## config.mk

```make
export PLATFORM = sky130hd
export DESIGN_NAME = mannix_mem_responder_flat
export DESIGN_NICKNAME = d
export VERILOG_FILES = /design/src/rtl/mannix_mem_pkg.sv /design/src/rtl/mannix_mem_responder_if.sv /design/src/rtl/mannix_mem_responder.sv /design/src/flat_wrapper.sv
export SDC_FILE = /design/constraint.sdc
export NUM_CORES = 1
export LEC_CHECK = 0
export CORE_MARGIN = 2
export CORE_UTILIZATION = 35
export CTS_CLUSTER_DIAMETER = 150
export DETAILED_ROUTE_END_ITERATION = 10
export GPL_TIMING_DRIVEN = 0
export PLACE_DENSITY = 0.73
export REMOVE_ABC_BUFFERS = 1
export SLEW_MARGIN = 10
export SYNTH_ARGS = -nofsm -noshare
export SYNTH_HDL_FRONTEND = slang
export SYNTH_SLANG_ARGS = --single-unit
```

## constraint.sdc

```tcl
create_clock -name clk -period 2.35 [get_ports clk]
set_input_delay 0.5875 -clock clk [delete_from_list [all_inputs] [get_ports clk]]
set_output_delay 0.5875 -clock clk [all_outputs]
set_load 0.02 [all_outputs]
```

## src/rtl/mannix_mem_pkg.sv

```systemverilog
// Shared constants, responder state encoding and line/word helpers for the
// mannix memory-side blocks (responder and farm).
package mannix_mem_pkg;

  localparam int LINE_BYTES = 32;
  localparam int WORD_BYTES = 4;
  localparam int SIZE_W     = 6;
  localparam int LINE_W     = 8 * LINE_BYTES;
  localparam int WORD_W     = 8 * WORD_BYTES;
  localparam int LINE_WORDS = LINE_BYTES / WORD_BYTES;
  localparam int CNT_W      = 4;
  localparam int IDX_W      = 3;

  typedef enum logic [2:0] {
    S_IDLE     = 3'd0,
    S_RD       = 3'd1,
    S_RD_DRAIN = 3'd2,
    S_RD_RESP  = 3'd3,
    S_WR       = 3'd4,
    S_ERR      = 3'd5
  } resp_state_e;

  // Only meaningful for legal sizes; illegal ones never reach the word loop.
  function automatic logic [CNT_W-1:0] word_count(input logic [SIZE_W-1:0] size);
    logic [SIZE_W:0] s;
    s = {1'b0, size} + (SIZE_W+1)'(WORD_BYTES - 1);
    return CNT_W'(s >> 2);
  endfunction

  function automatic logic size_legal(input logic [SIZE_W-1:0] size);
    return (size != '0) && (size <= SIZE_W'(LINE_BYTES));
  endfunction

  function automatic logic [WORD_BYTES-1:0] last_be(input logic [SIZE_W-1:0] size);
    logic [1:0] r;
    r = size[1:0];
    if (r == 2'd0) return '1;
    return (4'b0001 << r) - 4'b0001;
  endfunction

endpackage

```

## src/rtl/mannix_mem_responder_if.sv

```systemverilog
// Client read/write request bus between a mannix engine and the memory responder.
// Handshake: the client raises req with addr/size(/data) and holds them stable
// until the one-cycle gnt pulse; the responder later returns exactly one
// one-cycle valid/done pulse per grant, with err qualifying that pulse.
interface mannix_mem_client_if #(parameter int ADDR_WIDTH = 19);
  import mannix_mem_pkg::*;

  logic                  rd_req;
  logic [ADDR_WIDTH-1:0] rd_addr;
  logic [SIZE_W-1:0]     rd_size;
  logic                  rd_gnt;
  logic                  rd_valid;
  logic [LINE_W-1:0]     rd_data;
  logic                  rd_err;

  logic                  wr_req;
  logic [ADDR_WIDTH-1:0] wr_addr;
  logic [SIZE_W-1:0]     wr_size;
  logic [LINE_W-1:0]     wr_data;
  logic                  wr_gnt;
  logic                  wr_done;
  logic                  wr_err;

  modport master (
    output rd_req, rd_addr, rd_size,
    input  rd_gnt, rd_valid, rd_data, rd_err,
    output wr_req, wr_addr, wr_size, wr_data,
    input  wr_gnt, wr_done, wr_err
  );

  modport slave (
    input  rd_req, rd_addr, rd_size,
    output rd_gnt, rd_valid, rd_data, rd_err,
    input  wr_req, wr_addr, wr_size, wr_data,
    output wr_gnt, wr_done, wr_err
  );

endinterface

```

## src/rtl/mannix_mem_responder.sv

```systemverilog
// Serves one client line request at a time by walking it word-by-word over a
// single-port synchronous SRAM; read words are packed back into a line.
module mannix_mem_responder
  import mannix_mem_pkg::*;
#(
  parameter int ADDR_WIDTH = 19
) (
  input  logic                  clk,
  input  logic                  rst_n,
  mannix_mem_client_if.slave    bus,
  output logic                  sram_ce,
  output logic                  sram_we,
  output logic [3:0]            sram_be,
  output logic [ADDR_WIDTH-3:0] sram_addr,
  output logic [31:0]           sram_wdata,
  input  logic [31:0]           sram_rdata,
  output logic                  busy,
  output resp_state_e           state_dbg
);

  resp_state_e           state_q, state_d;
  logic [ADDR_WIDTH-3:0] addr_q;
  logic [SIZE_W-1:0]     size_q;
  logic [LINE_W-1:0]     wdata_q;
  logic [LINE_W-1:0]     line_q;
  logic [CNT_W-1:0]      nwords_q;
  logic [CNT_W-1:0]      cnt_q;
  logic                  cap_vld_q;
  logic [IDX_W-1:0]      cap_idx_q;
  logic                  last_wr_q;
  logic                  err_is_rd_q;
  logic                  rd_gnt_q, wr_gnt_q;
  logic                  rd_valid_q, rd_err_q;
  logic                  wr_done_q, wr_err_q;

  logic                  pick_rd, pick_wr;
  logic                  last_word;
  logic [ADDR_WIDTH-3:0] word_addr;
  logic [WORD_W-1:0]     cap_word;

  assign last_word = (cnt_q == nwords_q - 4'd1);
  assign word_addr = addr_q + {{(ADDR_WIDTH-2-CNT_W){1'b0}}, cnt_q};

  always_comb begin
    state_d = state_q;
    pick_rd = 1'b0;
    pick_wr = 1'b0;
    case (state_q)
      S_IDLE: begin
        // On a tie the side not served last wins; last_wr_q resets high.
        pick_rd = bus.rd_req && (!bus.wr_req || last_wr_q);
        pick_wr = bus.wr_req && !pick_rd;
        if (pick_rd)      state_d = size_legal(bus.rd_size) ? S_RD : S_ERR;
        else if (pick_wr) state_d = size_legal(bus.wr_size) ? S_WR : S_ERR;
      end
      S_RD:       if (last_word) state_d = S_RD_DRAIN;
      S_RD_DRAIN: state_d = S_RD_RESP;
      S_RD_RESP:  state_d = S_IDLE;
      S_WR:       if (last_word) state_d = S_IDLE;
      S_ERR:      state_d = S_IDLE;
      default:    state_d = S_IDLE;
    endcase
  end

  always_comb begin
    sram_ce    = 1'b0;
    sram_we    = 1'b0;
    sram_be    = '0;
    sram_addr  = '0;
    sram_wdata = '0;
    if (state_q == S_RD) begin
      sram_ce   = 1'b1;
      sram_addr = word_addr;
    end else if (state_q == S_WR) begin
      sram_ce    = 1'b1;
      sram_we    = 1'b1;
      sram_addr  = word_addr;
      sram_be    = last_word ? last_be(size_q) : 4'b1111;
      sram_wdata = wdata_q[WORD_W*cnt_q[IDX_W-1:0] +: WORD_W];
    end
  end

  // Bytes at or beyond the requested size are zeroed as the word is captured.
  always_comb begin
    cap_word = sram_rdata;
    for (int b = 0; b < WORD_BYTES; b++) begin
      if ({1'b0, cap_idx_q, 2'(b)} >= size_q) cap_word[8*b +: 8] = 8'h00;
    end
  end

  always_ff @(posedge clk or negedge rst_n) begin
    if (!rst_n) begin
      state_q     <= S_IDLE;
      addr_q      <= '0;
      size_q      <= '0;
      wdata_q     <= '0;
      line_q      <= '0;
      nwords_q    <= '0;
      cnt_q       <= '0;
      cap_vld_q   <= 1'b0;
      cap_idx_q   <= '0;
      last_wr_q   <= 1'b1;
      err_is_rd_q <= 1'b0;
      rd_gnt_q    <= 1'b0;
      wr_gnt_q    <= 1'b0;
      rd_valid_q  <= 1'b0;
      rd_err_q    <= 1'b0;
      wr_done_q   <= 1'b0;
      wr_err_q    <= 1'b0;
    end else begin
      state_q    <= state_d;
      rd_gnt_q   <= pick_rd;
      wr_gnt_q   <= pick_wr;
      rd_valid_q <= (state_q == S_RD_DRAIN) || (state_q == S_ERR && err_is_rd_q);
      rd_err_q   <= (state_q == S_ERR) && err_is_rd_q;
      wr_done_q  <= (state_q == S_WR && last_word) || (state_q == S_ERR && !err_is_rd_q);
      wr_err_q   <= (state_q == S_ERR) && !err_is_rd_q;

      // Read data lags its issue cycle by one, so capture trails the counter.
      cap_vld_q <= (state_q == S_RD);
      cap_idx_q <= cnt_q[IDX_W-1:0];
      if (cap_vld_q) line_q[WORD_W*cap_idx_q +: WORD_W] <= cap_word;

      if (state_q == S_RD || state_q == S_WR) cnt_q <= cnt_q + 4'd1;

      if (pick_rd) begin
        last_wr_q   <= 1'b0;
        err_is_rd_q <= 1'b1;
        line_q      <= '0;
        addr_q      <= bus.rd_addr[ADDR_WIDTH-1:2];
        size_q      <= bus.rd_size;
        nwords_q    <= word_count(bus.rd_size);
        cnt_q       <= '0;
      end else if (pick_wr) begin
        last_wr_q   <= 1'b1;
        err_is_rd_q <= 1'b0;
        addr_q      <= bus.wr_addr[ADDR_WIDTH-1:2];
        size_q      <= bus.wr_size;
        wdata_q     <= bus.wr_data;
        nwords_q    <= word_count(bus.wr_size);
        cnt_q       <= '0;
      end
    end
  end

  assign bus.rd_gnt   = rd_gnt_q;
  assign bus.rd_valid = rd_valid_q;
  assign bus.rd_err   = rd_err_q;
  assign bus.rd_data  = line_q;
  assign bus.wr_gnt   = wr_gnt_q;
  assign bus.wr_done  = wr_done_q;
  assign bus.wr_err   = wr_err_q;
  assign busy         = (state_q != S_IDLE);
  assign state_dbg    = state_q;

endmodule

```

## src/flat_wrapper.sv

```systemverilog
// flat-port wrapper written by rule: the top's interface ports become plain ports
module mannix_mem_responder_flat import mannix_mem_pkg::*;
#(
  parameter int ADDR_WIDTH = 19
)
  (clk, rst_n, sram_ce, sram_we, sram_be, sram_addr, sram_wdata, sram_rdata, busy, state_dbg, bus_rd_req, bus_rd_addr, bus_rd_size, bus_rd_gnt, bus_rd_valid, bus_rd_data, bus_rd_err, bus_wr_req, bus_wr_addr, bus_wr_size, bus_wr_data, bus_wr_gnt, bus_wr_done, bus_wr_err);
  mannix_mem_client_if #(.ADDR_WIDTH(ADDR_WIDTH)) bus_i ();
  input  logic clk;
  input  logic rst_n;
  output logic sram_ce;
  output logic sram_we;
  output logic [3:0] sram_be;
  output logic [ADDR_WIDTH-3:0] sram_addr;
  output logic [31:0] sram_wdata;
  input  logic [31:0] sram_rdata;
  output logic busy;
  output resp_state_e state_dbg;
  input wire logic [$bits(bus_i.rd_req)-1:0] bus_rd_req;
  input wire logic [$bits(bus_i.rd_addr)-1:0] bus_rd_addr;
  input wire logic [$bits(bus_i.rd_size)-1:0] bus_rd_size;
  output wire logic [$bits(bus_i.rd_gnt)-1:0] bus_rd_gnt;
  output wire logic [$bits(bus_i.rd_valid)-1:0] bus_rd_valid;
  output wire logic [$bits(bus_i.rd_data)-1:0] bus_rd_data;
  output wire logic [$bits(bus_i.rd_err)-1:0] bus_rd_err;
  input wire logic [$bits(bus_i.wr_req)-1:0] bus_wr_req;
  input wire logic [$bits(bus_i.wr_addr)-1:0] bus_wr_addr;
  input wire logic [$bits(bus_i.wr_size)-1:0] bus_wr_size;
  input wire logic [$bits(bus_i.wr_data)-1:0] bus_wr_data;
  output wire logic [$bits(bus_i.wr_gnt)-1:0] bus_wr_gnt;
  output wire logic [$bits(bus_i.wr_done)-1:0] bus_wr_done;
  output wire logic [$bits(bus_i.wr_err)-1:0] bus_wr_err;
  assign bus_i.rd_req = bus_rd_req;
  assign bus_i.rd_addr = bus_rd_addr;
  assign bus_i.rd_size = bus_rd_size;
  assign bus_rd_gnt = bus_i.rd_gnt;
  assign bus_rd_valid = bus_i.rd_valid;
  assign bus_rd_data = bus_i.rd_data;
  assign bus_rd_err = bus_i.rd_err;
  assign bus_i.wr_req = bus_wr_req;
  assign bus_i.wr_addr = bus_wr_addr;
  assign bus_i.wr_size = bus_wr_size;
  assign bus_i.wr_data = bus_wr_data;
  assign bus_wr_gnt = bus_i.wr_gnt;
  assign bus_wr_done = bus_i.wr_done;
  assign bus_wr_err = bus_i.wr_err;
  mannix_mem_responder #(.ADDR_WIDTH(ADDR_WIDTH)) u_core (.clk(clk), .rst_n(rst_n), .bus(bus_i), .sram_ce(sram_ce), .sram_we(sram_we), .sram_be(sram_be), .sram_addr(sram_addr), .sram_wdata(sram_wdata), .sram_rdata(sram_rdata), .busy(busy), .state_dbg(state_dbg));
endmodule
```

==> results of run 1 <==
==> metal layers <==
layer	part of all wire, %	global-route usage (%)	vias up
li1	-	-	9136
met1	38	29.33	10233
met2	48	38.62	1107
met3	10	7.924	226
met4	4.1	9.490	18
met5	0.13	0	-
==> layout make-up <==
type / count / share of cell area, %
multi-input cells: 1490 / 27.00
well taps: 873 / 3.059
clock inverters: 19 / 0.6447
diodes: 9 / 0.06307
flip-flops and latches: 558 / 39.15
clock buffers: 89 / 4.923
inverters: 19 / 0.3609
repair inverters: 1 / 0.02453
repair buffers: 838 / 24.77
==> how the worst min path moves through the flow <==
stage | start | slack, ps | depth (start not counted) | end
global placement | u_core.wdata_q[201] | 450 | 2 | u_core.wdata_q[201]
finish | rst_n | 10 | 1 | u_core.wdata_q[117]
detailed placement | u_core.wdata_q[225] | 460 | 2 | u_core.wdata_q[225]
global route | rst_n | 50 | 1 | u_core.wdata_q[181]
floorplan | rst_n | 290 | 0 | u_core.addr_q[0]
CTS | rst_n | 2 | 1 | u_core.wdata_q[96]
==> critical path, cell delays in order (launching register included) <==
cell and delay (ps):
dfrtp_4 500, buf_16 150, ha_4 150, fa_2 340, a21o_4 230, a21oi_4 250, buf_6 160, o311ai_2 80
o41ai_1 80, buf_4 210
==> cells in the mapped netlist, types with 3 or more instances <==
cell / number
inv_2: 4
or3_1: 8
xor2_1: 3
buf_4: 7
nand2_1: 867
ha_1: 18
or4_1: 7
and3_1: 3
mux2i_1: 33
a21oi_1: 29
nand3_1: 20
buf_2: 82
a31oi_1: 8
o22ai_1: 3
clkbuf_1: 51
o31ai_1: 4
inv_1: 15
nand2b_1: 3
dfrtp_1: 557
xnor2_1: 15
o211ai_1: 5
a22oi_2: 3
mux4_2: 64
nor2_1: 54
nand4_1: 3
nor3_1: 7
o21a_1: 3
buf_1: 6
a211o_1: 3
o21ai_0: 9
a22oi_1: 17
o21ai_1: 9
o2bb2ai_1: 249
==> flip-flops by register name, indices dropped and copies added, names as in the netlist, 3 cells and up <==
| signal | flops |
|---|---|
| u_core.addr_q | 17 |
| u_core.state_dbg | 3 |
| u_core.wdata_q | 256 |
| u_core.cnt_q | 4 |
| u_core.cap_idx_q | 3 |
| u_core.nwords_q | 4 |
| u_core.size_q | 6 |
| u_core.bus.rd_data | 256 |
==> kinds of logic after synthesis <==
logic type / synth area share, %
muxes: 7.462
xor gates and xnor gates: 0.7325
adders and majority gates: 1.033
buffers and inverters: 3.199
and+or+nand+nor: 16.50
AOI/OAI and AO/OA: 12.26
DFF: 58.81
==> repair_timing <==
| item | CTS | global route |
|---|---|---|
| gates resized for setup | 404 | 60 |
| pin swaps | 44 | 36 |
| setup buffers | 78 | 55 |
| endpoints found under the setup margin | 586 | 355 |
| gates cloned | 10 | 6 |
==> per-stage QoR <==
stage | instances | power, mW
after floorplan | 2061 | 26.96
after global routing | 3893 | 53.65
after CTS | 3830 | 49.54
after detailed placement | 3634 | 37.10
final | 3896 | 51.03
after global placement | 3592 | 33.13
==> power by group through the flow <==
| stage | Clock, mW | Combinational, mW | Sequential [mW] |
|---|---|---|---|
| 3_5_place_dp | 0 | 20.9 | 16.2 |
| 6_report | 9.53 | 25.4 | 16.1 |
| 5_1_grt | 10.1 | 27.1 | 16.5 |
| 4_1_cts | 9.67 | 23.9 | 16.0 |
| 3_3_place_gp | 0 | 17.1 | 16.0 |
| 2_1_floorplan | 0 | 9.24 | 17.7 |
==> results.ini, run 1 <==
[cts]
cts_tree=built
cts_num_sinks=558
clk_pin_slew_ps=60
root_buffer=clkbuf_16
ctsHoldBuffers=0
cts_max_level=2
clock_latency_ps=630
cts_buffers=58
clockBufferDepth=3

[run_status]
violations=negative setup slack
status=finished with violations

[routing]
via_per_inst=5.318
drtPass1Iterations=5
totalWireLength_um=87900
drt_iter0_markers=1922
vias=20720
ant_nets=0
route.detailed.drc=0
wl_per_cell_um=22.56

[floorplanning]
rows=95
die_y_um=264.5
design.core.area_um2=67160
io_pins=663
die_area_um2=69940
initial_core_util_pct=35.36
die-width_um=264.5

[grt]
grt_overflow=0
grt_pass1_wl_um=127000
track_usage_pct=23.80
grt_max_degree=160
antenna_found_initial=21
grt_pass1_vias=20307

[sta]
rsz0062_at_grt=true
maxSlewViolCount=0
max_freq_mhz=298.1
fin_skew_ps=25.83
holdWs_ps=10.08
fin_setup_tns_ps=-41270
hold_viol_final=0
period_needed_ps=3354
worst_slew_pin_slew_ps=931.9
fin_ws_ps=-1004
fin_crit_sh_pct=142.7
setup_viol=53
relSlewSlack_pct=37.46

[final_layout]
multiInputGateArea_um2=9642
layout_commonest_cell=nand2_1
utilization_pct=53.17
fillers=5694
final_nets=3327
layout_common_cells=nand2_1 (865), clkdlybuf4s50_1 (596), dfrtp_1 (550), o2bb2ai_1 (249), buf_4 (116)
ff_latch_area_um2=13980
syn_to_final_growth_pct=50.40
drive_above_1_share_pct=16.52
finalInstanceArea_um2=35710

[yosys]
synth_top_cell_area_share_pct=58.70
async_reset_ff_share_pct=100.0
yosysTopAreaCell=dfrtp_1
synth_enable_flop_cells=0
synth_ff_type=dfrtp_1
ys_warn_count=0
postSynthCellCount=2208
synthTopCellsByArea=dfrtp_1 (59%), nand2_1 (14%), o2bb2ai_1 (9.2%)
seq_area_frac_synth_pct=58.81
synth_seq_cells=558
synthDistinctLibCells=62
syn_area_um2=23740
syn_area_per_cell_um2=10.75

[placed_design]
place_ws_ps=-1559
numPortBuffers=658
dpl.hpwl_um=55210
placed_cell_area_um2=31670
gp_congestion=0.8199

[setup_path]
cp.arrival_ps=2770
r2r_cells=11
critical_path_class=flop to primary output
endpoint_kind=primary output
crit_path_end=sram_addr[14]
worstPathMaxFanout=5
worstPathRequired_ps=1760
startpoint=u_core.cnt_q[0]
r2r_slack_ps=70
start_kind=flop
timing.rr.end=u_core.bus.rd_data[253]
r2r-start=u_core.cap_idx_q[0]

[pwr]
internal_power_mw=31.17
power.density_nw_per_um2=1429
p_leak_nw=16.26
p_switching_mw=19.86
pwr-share-clk_pct=18.7
ir_worst_vdd_mv=0.7631
swShare_pct=38.91
seqPwrFrac_pct=31.5
comb_power_share_pct=49.8

[flow_run]
cap_violations=0

[hold_path]
hold_class=primary input to asynchronous set/reset pin

Power figures use the tool's default switching activity.
==> run 2: changes to the inputs <==
--- a/config.mk
+++ b/config.mk
@@ -5,7 +5,6 @@
 export SDC_FILE = /design/constraint.sdc
 export NUM_CORES = 1
 export LEC_CHECK = 0
-export CORE_MARGIN = 2
 export CORE_UTILIZATION = 35
 export CTS_CLUSTER_DIAMETER = 150
 export DETAILED_ROUTE_END_ITERATION = 10
==> results.ini, run 2 (same netlist as run 1, synthesis figures left out) <==
[run_status]
status=finished with violations
violations=negative setup slack

[floorplanning]
die-width_um=262.5
die_area_um2=68890
rows=95
die_y_um=262.5
design.core.area_um2=67160
io_pins=663
initial_core_util_pct=35.36

[routing]
drtPass1Iterations=5
wl_per_cell_um=22.36
wl_met1_um=33300
top_layer=met5
met3WireLength_um=7352
wl_met2_um=42650
totalWireLength_um=86620
ant_nets=0
vias=20512
route.detailed.drc=0
drt_iter0_markers=1721
via_per_inst=5.296

[placed_design]
place_ws_ps=-1568
dpl.hpwl_um=54220
gp_congestion=0.8114
numPortBuffers=658
placed_cell_area_um2=31670
dp.cells=3633

[sta]
holdWs_ps=466.0
fin_setup_tns_ps=-41100
fin_skew_ps=18.86
max_freq_mhz=282.5
relSlewSlack_pct=40.27
period_needed_ps=3540
fin_ws_ps=-1190
setup_viol=55
rsz0062_at_grt=true
fin_crit_sh_pct=150.6
hold_viol_final=0
maxSlewViolCount=0
worst_slew_pin_slew_ps=889.9

[cts]
clk_pin_slew_ps=60
root_buffer=clkbuf_16
cts_num_sinks=558
cts_max_level=2
cts_tree=built
clock_latency_ps=620
cts_buffers=59
clockBufferDepth=3

[grt]
grt_max_degree=143
grt_pass1_wl_um=130200
antenna_found_initial=20
grt_pass1_vias=20924
track_usage_pct=24.66
grt_overflow=0

[setup_path]
critical_path_class=flop to primary output
cp.arrival_ps=2950
worstPathRequired_ps=1760
worstPathMaxFanout=7
endpoint_kind=primary output
start_kind=flop

[pwr]
seqPwrFrac_pct=31.9
comb_power_share_pct=49.4
internal_power_mw=30.78
swShare_pct=38.99
power.density_nw_per_um2=1418
total_power_mw=50.45
ir_worst_vdd_mv=0.6815
pwr-share-clk_pct=18.7
p_leak_nw=16.20
p_switching_mw=19.67

[final_layout]
utilization_pct=52.98
final_nets=3311
layout_commonest_cell=nand2_1
stdcell_count=3873
drive_above_1_share_pct=15.83
syn_to_final_growth_pct=49.85
finalInstanceArea_um2=35580
layout_common_cells=nand2_1 (864), clkdlybuf4s50_1 (597), dfrtp_1 (550), o2bb2ai_1 (249), buf_4 (111)

[flow_run]
cap_violations=0

[hold_path]
hold_class=flop to flop

run 2: timing repair:
| action | in CTS | in global routing |
|---|---|---|
| gates resized for setup | 368 | 87 |
| hold buffers | 2 | 0 |
| buffers inserted | 73 | 41 |
| endpoints found under the setup margin | 600 | 295 |
| gates cloned | 15 | 3 |
| endpoints found under the hold margin | 56 | 0 |
| pin swaps | 30 | 30 |
run 2: worst max-delay path: stages (launching register included):
cell and delay (ps):
dfrtp_4 500, buf_16 160, ha_4 160, fa_2 360, a21o_1 210, a21oi_4 270, buf_6 180, o311ai_2 100
o41ai_1 120, buf_2 270
run 2: metal layers:
metal | vias up | track usage [%]
met2 | 994 | 42.14
met3 | 209 | 7.187
met1 | 10186 | 29.72
met4 | 24 | 8.315
met5 | - | 0
li1 | 9099 | -
run 2: worst paths after layout:
check	from	cells after the start	slack [ps]	to
max	u_core.cnt_q[0]	9	-1190	sram_addr[14]
min	u_core.wdata_q[79]	2	470	u_core.wdata_q[79]
max reg2reg	u_core.state_dbg[0]	12	80	u_core.wdata_q[118]
min reg2reg	u_core.wdata_q[79]	2	470	u_core.wdata_q[79]
max in group asynchronous	rst_n	5	350	u_core.bus.rd_data[57]
min in group asynchronous	rst_n	2	560	u_core.last_wr_q
run 2: cell type report:
cell class	count	area [um^2]
clock inverters	14	187.7
flip-flops and latches	558	13980
fillers	5679	31580
well taps	873	1092
clock buffers	91	1747
inverters	19	133.9
repair buffers	824	8778
multi-input cells	1488	9646
diodes	6	15.01
run 2: power by group through the flow:
stage,logic (mW),registers [mW],clock network (mW)
after floorplan,9.24,17.7,0
after global placement,17.1,16.0,0
after detailed placement,20.9,16.1,0
after CTS,23.8,16.0,9.55
after global routing,26.5,16.5,9.95
final,24.9,16.1,9.43
